### src/rtl/sap_pkg.sv
// Shared definitions for the SAP control unit: opcodes, state encoding and
// the control-word layout that the datapath decodes.
package sap_pkg;

    localparam logic [3:0] OP_NOP = 4'b0000;
    localparam logic [3:0] OP_MVA = 4'b0001;
    localparam logic [3:0] OP_MVB = 4'b0010;
    localparam logic [3:0] OP_LDA = 4'b0011;
    localparam logic [3:0] OP_STA = 4'b0101;
    localparam logic [3:0] OP_JMP = 4'b0110;
    localparam logic [3:0] OP_ADD = 4'b0111;
    localparam logic [3:0] OP_HLT = 4'b1111;

    typedef enum logic [2:0] {
        ST_IDLE = 3'd0,
        ST_F0   = 3'd1,
        ST_F1   = 3'd2,
        ST_E0   = 3'd3,
        ST_E1   = 3'd4,
        ST_HALT = 3'd5
    } state_e;

    // One bit per control line, MSB first in this order.
    typedef struct packed {
        logic pc_out;
        logic pc_inc;
        logic pc_load;
        logic mar_in;
        logic ram_read;
        logic ram_write;
        logic ir_in;
        logic ir_out;
        logic a_in;
        logic a_out;
        logic b_in;
        logic alu_out;
        logic halted;
    } ctrl_t;

    localparam int CTRL_W = 13;

    // True for every opcode the sequencer defines.
    function automatic logic op_is_legal(input logic [3:0] op);
        logic legal;
        case (op)
            OP_NOP, OP_MVA, OP_MVB, OP_LDA,
            OP_STA, OP_JMP, OP_ADD, OP_HLT: legal = 1'b1;
            default:                        legal = 1'b0;
        endcase
        return legal;
    endfunction

    // True for opcodes that need a second execute cycle.
    function automatic logic op_has_e1(input logic [3:0] op);
        logic two;
        case (op)
            OP_LDA, OP_STA: two = 1'b1;
            default:        two = 1'b0;
        endcase
        return two;
    endfunction

    // Number of bus drivers enabled in a control word (must never exceed 1).
    function automatic logic [2:0] bus_driver_count(input ctrl_t c);
        return {2'b00, c.pc_out} + {2'b00, c.ram_read} + {2'b00, c.ir_out}
             + {2'b00, c.a_out} + {2'b00, c.alu_out};
    endfunction

endpackage

### src/rtl/sap_control_unit.sv
// Fetch/decode/execute sequencer for the 8-bit SAP processor. Control lines
// are a combinational decode of the registered state and the IR opcode, so an
// asynchronous reset drops them in the same cycle.
module sap_control_unit
    import sap_pkg::*;
(
    input  logic       clk,
    input  logic       rst_n,
    input  logic       run,
    input  logic [3:0] opcode,
    output logic       pc_out,
    output logic       pc_inc,
    output logic       pc_load,
    output logic       mar_in,
    output logic       ram_read,
    output logic       ram_write,
    output logic       ir_in,
    output logic       ir_out,
    output logic       a_in,
    output logic       a_out,
    output logic       b_in,
    output logic       alu_out,
    output logic       halted,
    output logic       illegal_op
);

    state_e state_r;
    state_e state_nxt_s;
    logic   illegal_r;
    ctrl_t  ctrl_s;

    // State register.
    always_ff @(posedge clk or negedge rst_n) begin
        if (!rst_n) begin
            state_r <= ST_IDLE;
        end else begin
            state_r <= state_nxt_s;
        end
    end

    // Sticky flag: an undefined opcode reached its execute cycle.
    always_ff @(posedge clk or negedge rst_n) begin
        if (!rst_n) begin
            illegal_r <= 1'b0;
        end else if ((state_r == ST_E0) && !op_is_legal(opcode)) begin
            illegal_r <= 1'b1;
        end else begin
            illegal_r <= illegal_r;
        end
    end

    // Next-state logic; run is only consulted in IDLE and at instruction end.
    always_comb begin
        state_nxt_s = state_r;
        case (state_r)
            ST_IDLE: begin
                if (run) state_nxt_s = ST_F0;
                else     state_nxt_s = ST_IDLE;
            end
            ST_F0: state_nxt_s = ST_F1;
            ST_F1: state_nxt_s = ST_E0;
            ST_E0: begin
                if (opcode == OP_HLT)      state_nxt_s = ST_HALT;
                else if (op_has_e1(opcode)) state_nxt_s = ST_E1;
                else if (run)              state_nxt_s = ST_F0;
                else                       state_nxt_s = ST_IDLE;
            end
            ST_E1: begin
                if (run) state_nxt_s = ST_F0;
                else     state_nxt_s = ST_IDLE;
            end
            ST_HALT: state_nxt_s = ST_HALT;
            default: state_nxt_s = ST_IDLE;
        endcase
    end

    // Control-word decode; each state enables at most one bus driver.
    always_comb begin
        ctrl_s = ctrl_t'({CTRL_W{1'b0}});
        case (state_r)
            ST_F0: begin
                ctrl_s.pc_out = 1'b1;
                ctrl_s.mar_in = 1'b1;
            end
            ST_F1: begin
                ctrl_s.ram_read = 1'b1;
                ctrl_s.ir_in    = 1'b1;
                ctrl_s.pc_inc   = 1'b1;
            end
            ST_E0: begin
                case (opcode)
                    OP_MVA: begin
                        ctrl_s.ir_out = 1'b1;
                        ctrl_s.a_in   = 1'b1;
                    end
                    OP_MVB: begin
                        ctrl_s.ir_out = 1'b1;
                        ctrl_s.b_in   = 1'b1;
                    end
                    OP_LDA, OP_STA: begin
                        ctrl_s.ir_out = 1'b1;
                        ctrl_s.mar_in = 1'b1;
                    end
                    OP_JMP: begin
                        ctrl_s.ir_out  = 1'b1;
                        ctrl_s.pc_load = 1'b1;
                    end
                    OP_ADD: begin
                        ctrl_s.alu_out = 1'b1;
                        ctrl_s.a_in    = 1'b1;
                    end
                    default: ctrl_s = ctrl_t'({CTRL_W{1'b0}});
                endcase
            end
            ST_E1: begin
                case (opcode)
                    OP_LDA: begin
                        ctrl_s.ram_read = 1'b1;
                        ctrl_s.a_in     = 1'b1;
                    end
                    OP_STA: begin
                        ctrl_s.a_out     = 1'b1;
                        ctrl_s.ram_write = 1'b1;
                    end
                    default: ctrl_s = ctrl_t'({CTRL_W{1'b0}});
                endcase
            end
            ST_HALT: ctrl_s.halted = 1'b1;
            default: ctrl_s = ctrl_t'({CTRL_W{1'b0}});
        endcase
    end

    assign pc_out     = ctrl_s.pc_out;
    assign pc_inc     = ctrl_s.pc_inc;
    assign pc_load    = ctrl_s.pc_load;
    assign mar_in     = ctrl_s.mar_in;
    assign ram_read   = ctrl_s.ram_read;
    assign ram_write  = ctrl_s.ram_write;
    assign ir_in      = ctrl_s.ir_in;
    assign ir_out     = ctrl_s.ir_out;
    assign a_in       = ctrl_s.a_in;
    assign a_out      = ctrl_s.a_out;
    assign b_in       = ctrl_s.b_in;
    assign alu_out    = ctrl_s.alu_out;
    assign halted     = ctrl_s.halted;
    assign illegal_op = illegal_r;

endmodule
### config.mk
export PLATFORM = sky130hd
export DESIGN_NAME = sap_control_unit
export DESIGN_NICKNAME = d
export VERILOG_FILES = /design/src/rtl/sap_pkg.sv /design/src/rtl/sap_control_unit.sv
export SDC_FILE = /design/constraint.sdc
export NUM_CORES = 1
export LEC_CHECK = 0
export ABC_AREA = 1
export BUFFER_PORTS_ARGS = -buffer_cell sky130_fd_sc_hd__buf_2
export CAP_MARGIN = 20
export CORE_AREA = 2 2 39 41
export DETAILED_ROUTE_END_ITERATION = 12
export DIE_AREA = 0 0 41 43
export GPL_TIMING_DRIVEN = 0
export HOLD_SLACK_MARGIN = 0.06
export PLACE_DENSITY = 0.59
export SYNTH_ARGS = -nofsm -noshare
export SYNTH_HDL_FRONTEND = slang
export SYNTH_SLANG_ARGS = --single-unit
### constraint.sdc
create_clock -name clk -period 1 [get_ports clk]
set_input_delay 0 -clock clk [delete_from_list [all_inputs] [get_ports clk]]
set_output_delay 0 -clock clk [all_outputs]
set_load 0.02 [all_outputs]
==> results of run 1 <==
## how the worst min path moves through the flow
stage / to / from / slack, ns / cells after the start
2_1_floorplan: illegal_op / rst_n / -0.30 / 0
3_3_place_gp: illegal_op / rst_n / -0.19 / 1
3_5_place_dp: state_r[2] / rst_n / -0.19 / 1
4_1_cts: state_r[0] / rst_n / 0.1 / 2
5_1_grt: state_r[1] / rst_n / 0.1 / 2
6_report: state_r[1] / rst_n / 0.08 / 2
## through the flow
step	total power, mW	utilization [%]	TNS [ns]	cell area [um2]
after global routing	1.75	50.7	-3.00	702
after detailed placement	0.981	36.5	-0.144	505
final	1.62	50.7	-2.05	702
after CTS	1.52	48.6	-1.96	672
after global placement	0.963	36.5	-0.119	505
after floorplan	0.775	-	0	385
## final cells by class
class	count	area [um2]	share of cell area (%)
Tap cell	16	20.0	2.85
Inverter	15	56.3	8.02
Clock buffer	3	22.5	3.21
Sequential cell	4	103	14.6
Multi-Input combinational cell	45	264	37.6
Timing Repair Buffer	27	229	32.6
Buffer	1	7.51	1.07
## cell usage in the layout (no fill, tap or decap), types with 2 or more instances in the layout
cell	instances
sky130_fd_sc_hd__nand2_1	16
sky130_fd_sc_hd__nand3_2	4
sky130_fd_sc_hd__buf_4	9
sky130_fd_sc_hd__nand3_1	5
sky130_fd_sc_hd__dfrtp_2	2
sky130_fd_sc_hd__inv_2	7
sky130_fd_sc_hd__nor2_1	9
sky130_fd_sc_hd__dfrtp_1	2
sky130_fd_sc_hd__nor2_2	2
sky130_fd_sc_hd__buf_6	11
sky130_fd_sc_hd__inv_1	8
sky130_fd_sc_hd__clkbuf_4	3
sky130_fd_sc_hd__buf_2	7
sky130_fd_sc_hd__nor2_4	4
## synth_stat cells
cell	number	area, um2
sky130_fd_sc_hd__nor2_1	12	45.0
sky130_fd_sc_hd__dfrtp_1	4	100
sky130_fd_sc_hd__nand3_4	1	17.5
sky130_fd_sc_hd__nor3_1	1	5.00
sky130_fd_sc_hd__nand2_1	16	60.1
sky130_fd_sc_hd__nand3_2	1	10.0
sky130_fd_sc_hd__nand4_1	1	6.26
sky130_fd_sc_hd__o21bai_1	1	7.51
sky130_fd_sc_hd__nand2_2	1	6.26
sky130_fd_sc_hd__inv_2	4	15.0
sky130_fd_sc_hd__nor2_2	3	18.8
sky130_fd_sc_hd__inv_1	11	41.3
sky130_fd_sc_hd__buf_4	1	7.51
sky130_fd_sc_hd__nand3_1	8	40.0
## cell families after synthesis
kind of cell / Yosys count / synth area share [%]
simple gates: 44 / 54.9
buf+inv: 16 / 16.8
flops: 4 / 26.3
compound gates: 1 / 1.97
## flip-flops by register name (all words and copies together) (netlist names)
name / cells
state_r: 3
illegal_op: 1
## metal layers
layer / wire [um] / global-route usage, % / part of all wire, % / vias up
met5: 0 / 0 / 0 / -
met4: 14 / 8.00 / 1.3 / 0
met3: 48 / 6.28 / 4.4 / 3
met2: 605 / 25.6 / 56 / 12
met1: 412 / 14.0 / 38 / 217
li1: - / - / - / 258
## power groups by stage
stage | registers, mW | clock network [mW] | logic [mW]
after global routing | 0.330 | 0.232 | 1.18
after global placement | 0.287 | 0 | 0.676
after CTS | 0.316 | 0.206 | 1.00
after detailed placement | 0.295 | 0 | 0.686
final | 0.324 | 0.204 | 1.10
after floorplan | 0.278 | 0 | 0.496
## timing repair
| action | CTS | global route |
|---|---|---|
| setup buffers | 6 | 0 |
| endpoints found under the hold margin | 4 | 0 |
| endpoints found under the setup margin | 13 | 16 |
| hold buffers | 1 | 0 |
| pin swaps | 7 | 3 |
| gates resized for setup | 30 | 9 |
==> impl_metrics.tcl, run 1 <==
set metrics [dict create \
    max_slew_violation_count 0 \
    worst-endpoint-required_ns 1.00 \
    critical_path_buf_inv_count 3 \
    cpLargestDelayFamily "flip-flops" \
    antenna_found_initial 0 \
    fmax_mhz 835 \
    worstSetupStartpointType "flip-flop" \
    core-area_um2 1380 \
    avgSynthCellArea_um2 5.85 \
    cts_tree "yes" \
    count_of_distinct_cell_types_in_the_synthesized_netlist 14 \
    result_of_the_run "finished with violations" \
    max_cap_violations 0 \
    track_usage_pct 15.0 \
    whs_ns 0.0825 \
    grt.overflow.total 0 \
    power_per_cell_area_nw_per_um2 2310 \
    pin_count 21 \
    yosysWarningCount 0 \
    place_hpwl_um 784 \
    vias_per_cell 4.41 \
    critPathSlowestCell "sky130_fd_sc_hd__dfrtp_1" \
    final_worst_setup_slack_ns -0.198 \
    fp.dieArea_um2 1760 \
    final_hold_viol_count 0 \
    ir_worst_vdd_uv 899 \
    layout_nets 104 \
    register_share_of_total_power_pct 20.0 \
    std_cell_rows 14 \
    cts_root_buf "sky130_fd_sc_hd__clkbuf_4" \
    ctsLongestPathBuffers 2 \
    timing_worst_setup_path_type "reg2out" \
    r2r-start "state_r[2]" \
    place_worst_setup_slack_ns -0.0783 \
    die-width_um 41 \
    path_max_fanout 4 \
    worst_setup_path_startpoint "state_r[2]" \
    finalWirelength_um 1080 \
    detailedRoute.firstPassIterationCount 4 \
    synth_sequential_area_ratio_pct 26.3 \
    path_cells "inv_2 -> nand3_4 -> inv_2 -> nand3_1 -> nand3_2 -> buf_6" \
    cts_buffers 3 \
    signal_arrival_time_at_the_worst_endpoint_ns 1.20 \
    period_needed_ns 1.20 \
    synth.net_count 72 \
    drcViolationCount 0 \
    htree_num_levels 1 \
    clk-insertion-delay-late_ns 0.24 \
    grt_setup_unrepaired "yes" \
    numPortBuffers 20 \
    antenna_cells 0 \
    wl_per_cell_um 9.74 \
    worstReg2RegEnd "state_r[0]" \
    final.period_utilization_pct 120 \
    route.antenna.remaining_nets 0 \
    detailroute.via_count 490 \
    place.detailed.instances 101 \
    area_delta_synth_final_pct 84.5 \
    static-leakage-power_nw 0.400 \
    fillers 129 \
    final_layout_size_suffix_gt1_share_pct 54.7 \
    layout.cells.non_filler 111 \
    depth_of_the_worst_register_to_register_path 6 \
    power_switching_mw 0.739 \
    cts.reportedPaths.clkPinSlew_ns 0.04 \
    critPathCapture "a_in" \
    clock_power_share_pct 12.6 \
    drt_first_iter_violations 5 \
    cts_sinks 4 \
    mappedNetlistArea_um2 380 \
    timing.reg2reg.setup_slack_ns -0.08 \
    via_count_of_the_first_global_routing_pass 442 \
    crit_path_max_incr_delay_ns 0.38 \
    largest_net_degree_at_the_start_of_global_routing 6 \
    gp_routability_congestion 0.797 \
    violations "setup timing" \
    worst_max_slew_pin_slew_ns 0.214 \
    synth_cells 65 \
    p_int_mw 0.885 \
    initial_utilization_pct 27.5 \
    combinational_share_of_power_pct 67.5 \
    setup_viol_count_final 16 \
    ys_ff_latch 4 \
    fp.dieH_um 43 \
    grt_first_pass_wirelength_um 1730 \
    worst_clock_skew_ns 0.00416 \
    timing.critical_path.depth 6 \
    worstHoldPathType "in2async" \
    worst_slew_margin_rel_pct 85.7 \
    critical_path.endpoint_type "output pin" \
    critical_path.most_common_cell "sky130_fd_sc_hd__inv_2" \
    power.switching_fraction_pct 45.5 \
]
No activity file was read; power rests on OpenSTA's default activity.
==> inputs of run 2 (changes only) <==
- TNS_END_PERCENT: default -> 20
==> run 2 against run 1 <==
The flow still finishes with violations (setup timing). Combinational power is 6% lower. Sequential cell count stayed put. Via count shrank 0.41%. Critical endpoint unchanged. Largest cell class unchanged. Highest routed layer unchanged.
==> impl_metrics.tcl, run 2 (synthesized netlist as in run 1, its figures left out) <==
set metrics [dict create \
    signal_arrival_time_at_the_worst_endpoint_ns 1.20 \
    finalWirelength_um 1100 \
    register_share_of_total_power_pct 20.6 \
    core-area_um2 1380 \
    critical_path_buf_inv_count 3 \
    vias_per_cell 4.36 \
    largest_reg_flops 3 \
    p_int_mw 0.849 \
    worstHoldPathType "in2async" \
    sequential_standard_cell_area_um2 103 \
    critPathSlowestCell "sky130_fd_sc_hd__dfrtp_1" \
    max_slew_violation_count 0 \
    drt_first_iter_violations 2 \
    power_switching_mw 0.698 \
    crit_path_max_incr_delay_ns 0.38 \
    worst_max_slew_pin_slew_ns 0.218 \
    period_needed_ns 1.20 \
    std_cell_rows 14 \
    cts.reportedPaths.clkPinSlew_ns 0.04 \
    multi_input_area_um2 249 \
    worst-endpoint-required_ns 1.00 \
    final.period_utilization_pct 120 \
    ctsLongestPathBuffers 2 \
    antenna_found_initial 0 \
    clock_power_share_pct 13.1 \
    max_cap_violations 0 \
    worstSetupStartpointType "flip-flop" \
    result_of_the_run "finished with violations" \
    drcViolationCount 0 \
    timing_worst_setup_path_type "reg2out" \
    die-width_um 41 \
    final_area_um2 671 \
    combinational_share_of_power_pct 66.3 \
    setup_viol_count_final 16 \
    initial_utilization_pct 27.5 \
    cts_sinks 4 \
    largest_net_degree_at_the_start_of_global_routing 6 \
    timing.reg2reg.setup_slack_ns -0.06 \
    fin_setup_tns_ns -2.04 \
    final_layout_size_suffix_gt1_share_pct 53.1 \
    place_hpwl_um 784 \
    cts_buffers 3 \
    worst_slew_margin_rel_pct 85.5 \
    fillers 144 \
    cts_root_buf "sky130_fd_sc_hd__clkbuf_4" \
    final_hold_viol_count 0 \
    critical_path.most_common_cell "sky130_fd_sc_hd__inv_2" \
    violations "setup timing" \
    route.antenna.remaining_nets 0 \
    htree_num_levels 1 \
    fp.dieArea_um2 1760 \
    gp_routability_congestion 0.797 \
    via_count_of_the_first_global_routing_pass 422 \
    critical_path.endpoint_type "output pin" \
    cpLargestDelayFamily "flip-flops" \
    power.switching_fraction_pct 45.1 \
    design_power_total_mw 1.55 \
    detailroute.via_count 488 \
    registers.top_by_ff_count "state_r" \
    fp.dieH_um 43 \
    commonest_non_fill_non_tap_cells_in_the_layout "16 x sky130_fd_sc_hd__nand2_1, 13 x sky130_fd_sc_hd__buf_4, 9 x sky130_fd_sc_hd__nor2_1, 9 x sky130_fd_sc_hd__inv_1, 9 x sky130_fd_sc_hd__buf_2" \
    ir_worst_vdd_uv 877 \
    cts_tree "yes" \
    grt_first_pass_wirelength_um 1650 \
    dpl-instance-area_um2 505 \
    fmax_mhz 837 \
    layout_nets 105 \
    path_max_fanout 4 \
    final_worst_setup_slack_ns -0.195 \
    track_usage_pct 14.2 \
    static-leakage-power_nw 0.402 \
    final_common_cell "sky130_fd_sc_hd__nand2_1" \
    worst_clock_skew_ns 0.00439 \
    grt_setup_unrepaired "yes" \
    power_per_cell_area_nw_per_um2 2310 \
    grt.overflow.total 0 \
    path_cells "inv_2 -> nand3_4 -> inv_2 -> nand3_1 -> nand3_2 -> buf_6" \
    numPortBuffers 20 \
    clk-insertion-delay-late_ns 0.24 \
    area_delta_synth_final_pct 76.3 \
    detailedRoute.firstPassIterationCount 4 \
    final_util_pct 48.5 \
    antenna_cells 0 \
    pin_count 21 \
    whs_ns 0.0841 \
    wl_per_cell_um 9.83 \
]
-- run 2: cell count changes in the layout (fill, tap and decap cells not counted), moves of 2 or more --
cell	delta
sky130_fd_sc_hd__buf_2	+2
sky130_fd_sc_hd__buf_4	+4
sky130_fd_sc_hd__buf_6	-5
sky130_fd_sc_hd__nor2_2	+2
sky130_fd_sc_hd__nor2_4	-2
-- run 2: layer usage --
metal / routed length [um] / vias to the layer above / global-route usage, %
li1: - / 259 / -
met1: 401 / 214 / 13.7
met2: 639 / 12 / 23.4
met3: 43 / 3 / 6.28
met4: 17 / 0 / 8.00
met5: 0 / - / 0
-- run 2: per-stage QoR --
stage	std cells	setup WS, ns
floorplan	65	0.0290
global placement	101	-0.0568
detailed placement	101	-0.0783
CTS	110	-0.190
global route	112	-0.250
finish	112	-0.195
-- run 2: cell type report --
type | instances | area share, %
Timing Repair Buffer | 28 | 31.7
Multi-Input combinational cell | 45 | 37.1
Sequential cell | 4 | 15.3
Inverter | 15 | 8.40
Tap cell | 16 | 2.99
Buffer | 1 | 1.12
Clock buffer | 3 | 3.36
-- run 2: repair_timing --
item,CTS,global route
hold buffers,1,0
endpoints found under the setup margin,13,16
pin swaps,7,4
resized for setup,24,4
setup buffers,5,2
hold endpoints to repair,4,0
-- run 2: path summary, 6_finish.rpt --
path	start	to	depth (start not counted)
setup / recovery	state_r[2]	a_in	6
hold / removal	rst_n	state_r[1]	2
setup reg to reg	state_r[2]	state_r[0]	6
hold reg to reg	illegal_op	illegal_op	2
max in group asynchronous	rst_n	state_r[0]	2
min in group clk	run	state_r[0]	5
-- run 2: power by group through the flow --
stage	Combinational, mW	Clock, mW	Sequential, mW
final	1.03	0.203	0.319
after global routing	1.12	0.232	0.327
after CTS	0.949	0.206	0.316
after detailed placement	0.686	0	0.295
after global placement	0.676	0	0.287
after floorplan	0.496	0	0.278
==> inputs of run 3 (changes only) <==
- CELL_PAD_IN_SITES_DETAIL_PLACEMENT: default -> 0
- CELL_PAD_IN_SITES_GLOBAL_PLACEMENT: default -> 2
- CORE_AREA: 2 2 39 41 -> default
- CORE_MARGIN: default -> 1.5
- CORE_UTILIZATION: default -> 19
- DIE_AREA: 0 0 41 43 -> default
- PLACE_DENSITY: 0.59 -> default
- PLACE_DENSITY_LB_ADDON: default -> 0.1
==> run 3 against run 2 <==
Highest routed layer unchanged. Final cell count grew 9.8%. Utilization down 12 points. Critical path type unchanged. Fmax shrank 0.39%. Via count fell by 2.9%. Clock power fell by 3%. Cell area grew 4.5%. First-iteration DRC count is 100% higher. The run still ends with setup timing left. Worst hold slack improved by 0.013 ns. Register-to-register slack about the same. Critical endpoint unchanged.
==> impl_metrics.tcl, run 3 (synthesized netlist as in run 1, its figures left out) <==
set metrics [dict create \
    place.detailed.instances 112 \
    grt_first_pass_wirelength_um 1830 \
    core-area_um2 1920 \
    final_worst_setup_slack_ns -0.200 \
    whs_ns 0.0975 \
    drcViolationCount 0 \
    worst_setup_path_startpoint "state_r[0]" \
    clk-insertion-delay-late_ns 0.23 \
    largest_net_degree_at_the_start_of_global_routing 6 \
    registers.top_by_ff_count "state_r" \
    r2r-start "state_r[2]" \
    via_count_of_the_first_global_routing_pass 428 \
    sequential_standard_cell_area_um2 103 \
    vias_per_cell 3.85 \
    final_common_cell "sky130_fd_sc_hd__buf_4" \
    pin_count 21 \
    worst_slew_margin_rel_pct 84.3 \
    htree_num_levels 1 \
    cts.reportedPaths.clkPinSlew_ns 0.04 \
    final_util_pct 36.5 \
    signal_arrival_time_at_the_worst_endpoint_ns 1.20 \
    final_hold_viol_count 0 \
    fp.dieArea_um2 2280 \
    detailedRoute.firstPassIterationCount 3 \
    detailroute.via_count 474 \
    finalWirelength_um 1120 \
    cts_tree "yes" \
    grt_setup_unrepaired "yes" \
    track_usage_pct 12.1 \
    initial_utilization_pct 19.8 \
    max_cap_violations 0 \
    std_cell_rows 16 \
    worst_clock_skew_ns 0.00202 \
    final_layout_size_suffix_gt1_share_pct 56.3 \
    die-width_um 47.7 \
    violations "setup timing" \
    worst_max_slew_pin_slew_ns 0.235 \
    cts_buffers 3 \
    layout.cells.non_filler 123 \
    critical_path.endpoint_type "output pin" \
    final.period_utilization_pct 120 \
    path_max_fanout 4 \
    grt.overflow.total 0 \
    wl_per_cell_um 9.11 \
    area_delta_synth_final_pct 84.2 \
    static-leakage-power_nw 0.401 \
    commonest_non_fill_non_tap_cells_in_the_layout "16 x sky130_fd_sc_hd__buf_4, 14 x sky130_fd_sc_hd__nand2_1, 11 x sky130_fd_sc_hd__nor2_1" \
    drt_first_iter_violations 4 \
    antenna_found_initial 0 \
    layout_nets 105 \
    worstSetupStartpointType "flip-flop" \
    ctsLongestPathBuffers 2 \
    fin_setup_tns_ns -1.85 \
    fillers 232 \
    worstHoldPathType "in2async" \
    timing_worst_setup_path_type "reg2out" \
    place_hpwl_um 813 \
    gp_routability_congestion 0.639 \
    route.antenna.remaining_nets 0 \
    power_per_cell_area_nw_per_um2 2280 \
    cts_root_buf "sky130_fd_sc_hd__clkbuf_4" \
    numPortBuffers 20 \
    worst-endpoint-required_ns 1.00 \
    multi_input_area_um2 262 \
    ir_worst_vdd_uv 1200 \
    fp.dieH_um 47.7 \
    fmax_mhz 833 \
    period_needed_ns 1.20 \
    cts_sinks 4 \
    antenna_cells 0 \
    max_slew_violation_count 0 \
    setup_viol_count_final 16 \
    largest_reg_flops 3 \
    result_of_the_run "finished with violations" \
]
-- run 3: cell counts in the layout (fill, tap and decap cells not counted) --
No cell type changed its count.
-- run 3: critical path, stage by stage (launching register included) --
cell	delay [ns]
sky130_fd_sc_hd__dfrtp_2	0.45
sky130_fd_sc_hd__nor2_4	0.14
sky130_fd_sc_hd__nand4_1	0.14
sky130_fd_sc_hd__nand3_2	0.12
sky130_fd_sc_hd__buf_6	0.12
-- run 3: final cells by class --
cell class	instances	area share, %
clock buffer	3	3.21
sequential	4	14.6
buffer	1	1.07
tap	27	4.82
multi-input combinational	45	37.3
timing repair buffer	28	30.5
inverter	15	8.39
-- run 3: through the flow --
step                      area [um2]  setup WS, ns  total power, mW
final                            701        -0.200             1.60
after global routing             701        -0.267             1.74
after CTS                        676        -0.196             1.52
after detailed placement         519       -0.0713            0.978
after global placement           519       -0.0828            0.991
after floorplan                  385        0.0290            0.775
-- run 3: repair_timing --
item / CTS / global route
setup buffers: 5 / 2
resized for setup: 30 / 3
hold buffers: 1 / 0
setup endpoints to repair: 13 / 16
pin swaps: 8 / 0
hold endpoints to repair: 4 / 0
gates cloned: 0 / 0
-- run 3: power by group --
group / switching (mW) / internal [mW]
Clock: 0.0625 / 0.134
Combinational: 0.561 / 0.526
Sequential: 0.0969 / 0.220
Total: 0.721 / 0.880
-- run 3: worst paths after layout --
path                              endpoint  slack [ns]  cells after the start
worst max-delay path                  a_in       -0.20                      4
worst min-delay path            illegal_op         0.1                      2
worst max register to register  state_r[0]       -0.06                      6
worst min register to register  illegal_op        0.46                      2
max in group asynchronous       state_r[1]        0.77                      2
min in group clk                state_r[0]        0.10                      5
-- run 3: per-layer routing --
| layer | GRT usage [%] | share of wire [%] |
|---|---|---|
| met1 | 15.6 | 47 |
| met2 | 17.1 | 45 |
| met3 | 3.77 | 6.6 |
| met4 | 8.11 | 1.3 |
| met5 | 0 | 0 |
